--- src/rtl/tile_ram_scheduler.sv ---
// -----------------------------------------------------------------------------
// tile_ram_scheduler
//
// Owns the single port of the tile name-table RAM (2**ADDR_W x DATA_W,
// address {row,col}, combinational read, synchronous write) and time-shares it
// between three requesters in fixed priority:
//   1. video fetch (vid_active)      - read only, registered into vid_data
//   2. bulk engine (busy)            - fill or increment every entry once
//   3. host valid/ready port         - single-byte reads and writes
//
// Ports
//   clk, rst            clock; synchronous active-low reset
//   vid_active/addr     video owns the RAM this cycle / fetch address
//   vid_data            video read data, one cycle after the fetch cycle
//   host_valid/ready    host handshake; ready is independent of valid
//   host_we/addr/wdata  host request (1 = write)
//   host_rvalid/rdata   one-cycle read response, cycle after accept
//   cmd_start/op/value  bulk start pulse, 0 = fill, 1 = increment, fill value
//   busy, done          bulk in progress, one-cycle completion pulse
//   ram_addr/din/we     RAM port
//   ram_dout            RAM combinational read data
// -----------------------------------------------------------------------------
module tile_ram_scheduler #(
   parameter int ADDR_W   = 10,
   parameter int DATA_W   = 8,
   parameter int INC_WRAP = 9
) (
   input  logic              clk,
   input  logic              rst,
   input  logic              vid_active,
   input  logic [ADDR_W-1:0] vid_addr,
   output logic [DATA_W-1:0] vid_data,
   input  logic              host_valid,
   output logic              host_ready,
   input  logic              host_we,
   input  logic [ADDR_W-1:0] host_addr,
   input  logic [DATA_W-1:0] host_wdata,
   output logic              host_rvalid,
   output logic [DATA_W-1:0] host_rdata,
   input  logic              cmd_start,
   input  logic              cmd_op,
   input  logic [DATA_W-1:0] cmd_value,
   output logic              busy,
   output logic              done,
   output logic [ADDR_W-1:0] ram_addr,
   output logic [DATA_W-1:0] ram_din,
   output logic              ram_we,
   input  logic [DATA_W-1:0] ram_dout
);

   typedef enum logic [1:0] {
      IDLE,
      RUN,
      FIN
   } state_t;

   localparam logic [ADDR_W-1:0] LAST_ADDR = '1;
   localparam logic [DATA_W-1:0] WRAP_VAL  = DATA_W'(INC_WRAP);

   state_t            state, state_nxt;
   logic [ADDR_W-1:0] cnt, cnt_nxt;
   logic              op_q;
   logic [DATA_W-1:0] value_q;

   logic              start_acc;
   logic              bulk_gnt;
   logic              host_acc;
   logic [DATA_W-1:0] inc_val;

   assign busy = (state == RUN);
   assign done = (state == FIN);

   // Host gets the port only when neither video nor the bulk engine wants it.
   // FIN is not busy, so the host is served during the completion cycle.
   assign host_ready = rst && !vid_active && !busy;
   assign host_acc   = host_ready && host_valid;
   assign bulk_gnt   = rst && !vid_active && busy;
   assign start_acc  = (state == IDLE) && cmd_start;

   assign inc_val = (ram_dout == WRAP_VAL) ? '0 : ram_dout + DATA_W'(1);

   // NOTE: every signal written here gets a default first so no path leaves
   // it unassigned; that is what keeps combinational blocks free of latches.
   always_comb begin
      ram_addr  = host_addr;
      ram_din   = host_wdata;
      ram_we    = 1'b0;
      state_nxt = state;
      cnt_nxt   = cnt;

      // Port mux in priority order. Writes are gated by rst so nothing lands
      // in the table while reset is held, whatever the state register holds.
      if (vid_active) begin
         ram_addr = vid_addr;
      end else if (busy) begin
         ram_addr = cnt;
         ram_din  = op_q ? inc_val : value_q;
         ram_we   = rst;
      end else begin
         ram_we   = host_acc && host_we;
      end

      case (state)
         IDLE: begin
            if (cmd_start) begin
               state_nxt = RUN;
               cnt_nxt   = '0;
            end
         end
         RUN: begin
            // Stalled cycles leave the counter alone, so no entry is skipped.
            // The last entry exits to FIN instead of wrapping the counter.
            if (bulk_gnt) begin
               if (cnt == LAST_ADDR) begin
                  state_nxt = FIN;
               end else begin
                  cnt_nxt = cnt + ADDR_W'(1);
               end
            end
         end
         FIN: begin
            state_nxt = IDLE;
         end
         default: begin
            state_nxt = IDLE;
         end
      endcase
   end

   // NOTE: state is updated with non-blocking assignments so every register
   // samples the pre-edge values regardless of block evaluation order.
   always_ff @(posedge clk) begin
      if (!rst) begin
         state <= IDLE;
         cnt   <= '0;
      end else begin
         state <= state_nxt;
         cnt   <= cnt_nxt;
      end
   end

   // Operation and fill value are captured once at start; cmd_* may change
   // freely while the engine runs.
   always_ff @(posedge clk) begin
      if (!rst) begin
         op_q    <= 1'b0;
         value_q <= '0;
      end else if (start_acc) begin
         op_q    <= cmd_op;
         value_q <= cmd_value;
      end
   end

   always_ff @(posedge clk) begin
      if (!rst) begin
         vid_data <= '0;
      end else if (vid_active) begin
         vid_data <= ram_dout;
      end
   end

   always_ff @(posedge clk) begin
      if (!rst) begin
         host_rvalid <= 1'b0;
         host_rdata  <= '0;
      end else begin
         host_rvalid <= host_acc && !host_we;
         if (host_acc && !host_we) begin
            host_rdata <= ram_dout;
         end
      end
   end

endmodule

--- config.mk ---
export PLATFORM = sky130hd
export DESIGN_NAME = tile_ram_scheduler
export DESIGN_NICKNAME = d
export VERILOG_FILES = /design/src/rtl/tile_ram_scheduler.sv
export SDC_FILE = /design/constraint.sdc
export NUM_CORES = 1
export LEC_CHECK = 0
export ABC_AREA = 1
export CAP_MARGIN = 20
export CORE_ASPECT_RATIO = 2
export CORE_MARGIN = 3
export CORE_UTILIZATION = 40
export DETAILED_ROUTE_END_ITERATION = 16
export GPL_ROUTABILITY_DRIVEN = 0
export PLACE_DENSITY = 0.77
export RECOVER_POWER = 25
export REMOVE_ABC_BUFFERS = 1
export SETUP_SLACK_MARGIN = 0.3
export SYNTH_ARGS = -nofsm -noshare
export SYNTH_HDL_FRONTEND = slang
export SYNTH_SLANG_ARGS = --single-unit
--- constraint.sdc ---
create_clock -name clk -period 1.35 [get_ports clk]
set_clock_uncertainty 0.15 [all_clocks]
set_input_delay 0.135 -clock clk [delete_from_list [all_inputs] [get_ports clk]]
set_output_delay 0.135 -clock clk [all_outputs]
set_load 0.05 [all_outputs]
After elaboration in Yosys (flattened, before gate mapping)
Cells that the tools add are included.
- input bits: 51
- memories: 0
- RAM bits: 0
- bits in latches: 0
- logic and storage cells: 47
- register bits: 38
- output and inout port bits: 39
- ROM bits: 0
- divide/modulo/power cells: 0
- eq/ne operators: 8
- reductions and logical operators: 14
- multiplexer cells: 16
- order comparisons: 0
- shift-type cells: 0
- add/sub/neg operators: 2
- bitwise operators: 0
- $mul: 0
- operators with widths (cell ; count):
    10-bit two-way mux ; 5
    8-bit two-way mux ; 4
    10-bit case mux with 2 select lines ; 1
    10-bit by 1-bit adder with 10-bit output (second input constant) ; 1
    10-bit == test (second input constant) ; 1
    8-bit by 1-bit adder with 8-bit output (second input constant) ; 1
    8-bit by 4-bit == test with 1-bit output (second input constant) ; 1
    1-bit logical AND ; 7
    2-bit two-way mux ; 3
    2-bit by 1-bit != test with 1-bit output (second input constant) ; 2
    2-bit != test (second input constant) ; 2
    2-bit case mux with 2 select lines ; 1
    4-bit AND reduction ; 1
    1-bit zero test ; 3
    3-bit AND reduction ; 1
    2-bit by 1-bit == test with 1-bit output (second input constant) ; 1
    2-bit == test (second input constant) ; 1
    2-bit zero test ; 1
    1-bit two-way mux ; 2
    2-bit nonzero test ; 1

Depth between registers and ports, before layout
Gate-level depths: netlist of run 1.
- word-level depth: 7
- depth in mapped cells: 11
- mapped depth without buffers: 10

Least setup slack after synthesis of run 1
No wires, ideal clock.
- path kind: reg2out
- start point: reg state[0]
- end point: out ram_din[6]
- data required time: 1.065 ns
- setup slack: -0.987 ns
- cell stages (with the launch flop): 7
- path buffers: 0
- data arrival time: 2.052 ns
- cells stage by stage: dfxtp_1 -> inv_2 -> nor2_4 -> nand2_2 -> inv_2 -> or2_1 -> a21boi_0
- word-level cells in the longest chain between the ends: 3
- ends and longest elaborated chain (item ; line ; text):
    start, declared ; 60 ; state_t state, state_nxt;
    start signal, assigned ; 137 ; state <= state_nxt;
    2-bit by 1-bit == test with 1-bit output ; 70 ; assign busy = (state == RUN);
    8-bit two-way mux ; 95 ; end else if (busy) begin
    8-bit two-way mux ; 93 ; if (vid_active) begin
    end, declared ; 46 ; output logic [DATA_W-1:0] ram_din,
Every way passes these cells.

Final worst setup path of run 1
- start point: in ram_dout[2]
- end point: out ram_din[5]
- word-level cells in the longest chain between the ends: 5
- elaborated cells between the ends (all ways): 6
- classes of those cells: add/sub (1); eq/ne (1); mux (4)
- ends and longest elaborated chain (item ; line ; text):
    start, declared ; 48 ; input logic [DATA_W-1:0] ram_dout
    8-bit by 1-bit adder with 8-bit output or 8-bit by 4-bit == test with 1-bit output (tied branches) ; 80 ; assign inc_val = (ram_dout == WRAP_VAL) ? '0 : ram_dout + DATA_W'(1);
    8-bit two-way mux (*) ; 80 ;
    8-bit two-way mux (*) ; 97 ; ram_din = op_q ? inc_val : value_q;
    8-bit two-way mux (*) ; 95 ;
    8-bit two-way mux (*) ; 93 ;
Every way passes the cells marked *; elsewhere a longest branch is shown, timed or not.

==> results of run 1 <==
power by group:
| part | switching, mW | internal [mW] |
|---|---|---|
| Combinational | 1.71 | 1.43 |
| Sequential | 0.113 | 1.22 |
| Clock | 0.480 | 0.414 |
per-stage QoR:
stage	util	hold WS (ns)	cell area, um2	power [mW]	setup slack (ns)
2_1_floorplan	-	0.0785	2190	2.21	-1.48
3_3_place_gp	0.733	0.305	4040	3.25	-0.654
3_5_place_dp	0.733	0.318	4040	3.30	-0.732
4_1_cts	0.877	0.239	4840	4.65	-0.474
5_1_grt	0.957	0.164	5280	5.48	-0.918
6_report	0.957	0.181	5280	5.36	-0.878
sequential cells by signal, summed over array words and instances, names as in the netlist:
signal and cells:
host_rdata 8, op_q 1, vid_data 8, value_q 8, state 2, host_rvalid 1
cnt 10
worst min-delay path, delay by kind of cell:
family / cells / cell delay, ns
AO/OA/AOI/OAI: 1 / 0.06
buffers and inverters: 3 / 0.42
layer usage:
metal,vias to the layer above,track usage,share of wire
li1,1490,-,-
met1,1724,0.359,0.29
met2,451,0.703,0.48
met3,186,0.0776,0.11
met4,0,0.281,0.12
met5,-,0,0
how the worst max path moves through the flow:
stage	slack [ns]	cells after the start	start	end
6_report	-0.88	8	ram_dout[2]	ram_din[5]
5_1_grt	-0.92	8	ram_dout[2]	ram_din[5]
4_1_cts	-0.47	8	state[0]	ram_din[6]
3_5_place_dp	-0.73	9	ram_dout[0]	ram_din[2]
3_3_place_gp	-0.65	9	ram_dout[0]	ram_din[2]
2_1_floorplan	-1.48	6	state[0]	ram_din[6]
final cells by class:
class,count,area share
sequential,38,0.151
timing repair buffer,189,0.421
inverter,37,0.0296
clock inverter,1,0.000948
multi-input combinational,257,0.367
tap,60,0.0142
clock buffer,7,0.0164
cell usage after synthesis, types with 3 or more instances:
master / n / area (um2)
nor2_1: 65 / 244
dfxtp_1: 38 / 761
buf_4: 3 / 22.5
o21ai_1: 3 / 15.0
ha_1: 3 / 37.5
inv_1: 31 / 116
nand3_2: 3 / 30.0
clkbuf_1: 4 / 15.0
o21ai_0: 27 / 135
nand2_1: 65 / 244
a31oi_1: 8 / 50.1
inv_2: 4 / 15.0
nand2_4: 3 / 33.8
buf_6: 4 / 45.0
a2bb2oi_1: 6 / 52.6
nand2_2: 6 / 37.5
a21oi_1: 22 / 110
nor2_2: 3 / 18.8
buf_2: 5 / 25.0
nand3_1: 21 / 105
or2_2: 3 / 18.8
logic make-up (layout without fill, tap and decap cells):
group | after synthesis | count (layout)
AO/OA/AOI/OAI | 76 | 76
adder cells (fa/ha/maj) | 3 | 3
XOR/XNOR | 2 | 2
AND/OR/NAND/NOR | 175 | 176
flip-flops | 38 | 38
buffers and inverters | 53 | 234
timing repair:
action                     in CTS  in global routing
resized for setup             150                 77
setup endpoints to repair      77                 70
buffers inserted               16                 19
pin swaps                      24                 29
gates cloned                    2                  0
==> flow_metrics.env, run 1 <==
export IMPL_rrSetupSlack_ns=-0.63
export IMPL_worstReg2RegStart="state[0]"
export IMPL_timing_final_ws_setup_ns=-0.878
export IMPL_cp_top_family="simple AND/OR/NAND/NOR gates"
export IMPL_ys_seq_elements=38
export IMPL_async_flop_share=0
export IMPL_synth_xor_area_frac=0.00762
export IMPL_syn_avg_cell_area_um2=6.62
export IMPL_setup_violations=53
export IMPL_seq_area_frac_synth=0.331
export IMPL_drt_first_pass_iters=5
export IMPL_syn_to_final_growth_pct=130
export IMPL_synthesis_area_mm2=0.00230
export IMPL_cp_buffers_inverters=2
export IMPL_drc=0
export IMPL_die_h_um=113
export IMPL_worst_slew_pin_slew_ns=0.535
export IMPL_hp_start="ram_dout[3]"
export IMPL_critical_path_class="input pin to primary output"
export IMPL_relSlewSlack=0.644
export IMPL_crit_fanout=5
export IMPL_max_stage_delay_ns=0.39
export IMPL_synthAdderAreaFrac=0.0163
export IMPL_grt_pass1_vias=3695
export IMPL_cap_violations=0
export IMPL_synth_top_family_by_area="simple AND/OR/NAND/NOR gates"
export IMPL_hold_depth=4
export IMPL_final_nets=582
export IMPL_final_cells=589
export IMPL_grt_max_degree=36
export IMPL_power_leakage_nw=2.23
export IMPL_grt_usage=0.388
export IMPL_cts_buffers=5
export IMPL_clk_pin_slew_ns=0.08
export IMPL_irDropWorstVdd_mv=1.41
export IMPL_slew_violations=0
export IMPL_synthFlopType="dfxtp_1"
export IMPL_cp_data_required_time_ns=1.07
export IMPL_mostFrequentLayoutCells="buf_4, nand2_1, nor2_1"
export IMPL_cp_arrival_ns=1.94
export IMPL_clock_root_buffer="clkbuf_8"
export IMPL_final_common_cell="buf_4"
export IMPL_grt_overflow_total=0
export IMPL_cp_cell_sequence="dlygate4sd2_1 -> nand3_1 -> nor2_1 -> nand2_1 -> nand2_1 -> nand3_1 -> a2bb2oi_2 -> buf_12"
export IMPL_antenna_found_initial=0
export IMPL_fin_crit_sh=1.65
export IMPL_clk_path_buf_depth=2
export IMPL_yosys_area_share_simple=0.339
export IMPL_cts_sinks=38
export IMPL_fmax_mhz=449
export IMPL_htree_levels=2
export IMPL_synth_compound_area_frac=0.197
export IMPL_yosys_warnings=0
export IMPL_row_count=38
export IMPL_die_area_mm2=0.00675
export IMPL_ant_nets=0
export IMPL_r2r_end="host_rdata[6]"
export IMPL_status="complete, but fails checks"
export IMPL_power_density_mw_per_mm2=1020
export IMPL_cp_end_kind="primary output"
export IMPL_start_util=0.417
export IMPL_dpl_hpwl_um=6440
export IMPL_slowest_stage="dlygate4sd2_1"
export IMPL_dp_cells=544
export IMPL_cts_tree="yes"
export IMPL_min_path_type="input pin to flop"
export IMPL_finalSetupTns_ns=-25.51
export IMPL_hold_violations=0
export IMPL_regArea_um2=795
export IMPL_wirelength_um=16800
export IMPL_cp_start_kind="input pin"
export IMPL_core_mm2=0.00552
export IMPL_viasPerCell=6.54
export IMPL_violations="setup timing"
export IMPL_period_needed_ns=2.23
export IMPL_clock_latency_ns=0.31
export IMPL_ys_types=38
export IMPL_synth_mux_area_frac=0
export IMPL_antenna_cells=0
export IMPL_nFillCells=122
export IMPL_vias=3851
export IMPL_io_pins=90
export IMPL_die_w_um=59.6
export IMPL_port_buffer_count=89
export IMPL_drt_iter0_markers=581
export IMPL_rsz0062_at_grt="true"
export IMPL_synth_edf_count=0
export IMPL_reg2reg_depth=12
export IMPL_hold_path_endpoint="vid_data[3]"
export IMPL_netlist_instances=347
export IMPL_drive_gt1_frac=0.537
export IMPL_routedWlPerCell_um=28.5
export IMPL_cts_hold_buf=0
export IMPL_grt_pass1_wl_um=19300
export IMPL_multi_input_area_mm2=0.00194
Power figures use the tool's default switching activity.
==> inputs of run 2 (changes only) <==
--- a/config.mk
+++ b/config.mk
@@ -11,7 +11,6 @@
 export CORE_MARGIN = 3
 export CORE_UTILIZATION = 40
 export DETAILED_ROUTE_END_ITERATION = 16
-export GPL_ROUTABILITY_DRIVEN = 0
 export PLACE_DENSITY = 0.77
 export RECOVER_POWER = 25
 export REMOVE_ABC_BUFFERS = 1
==> results of run 2 <==
Final layout, timing and power as in run 1 (identical DEF).
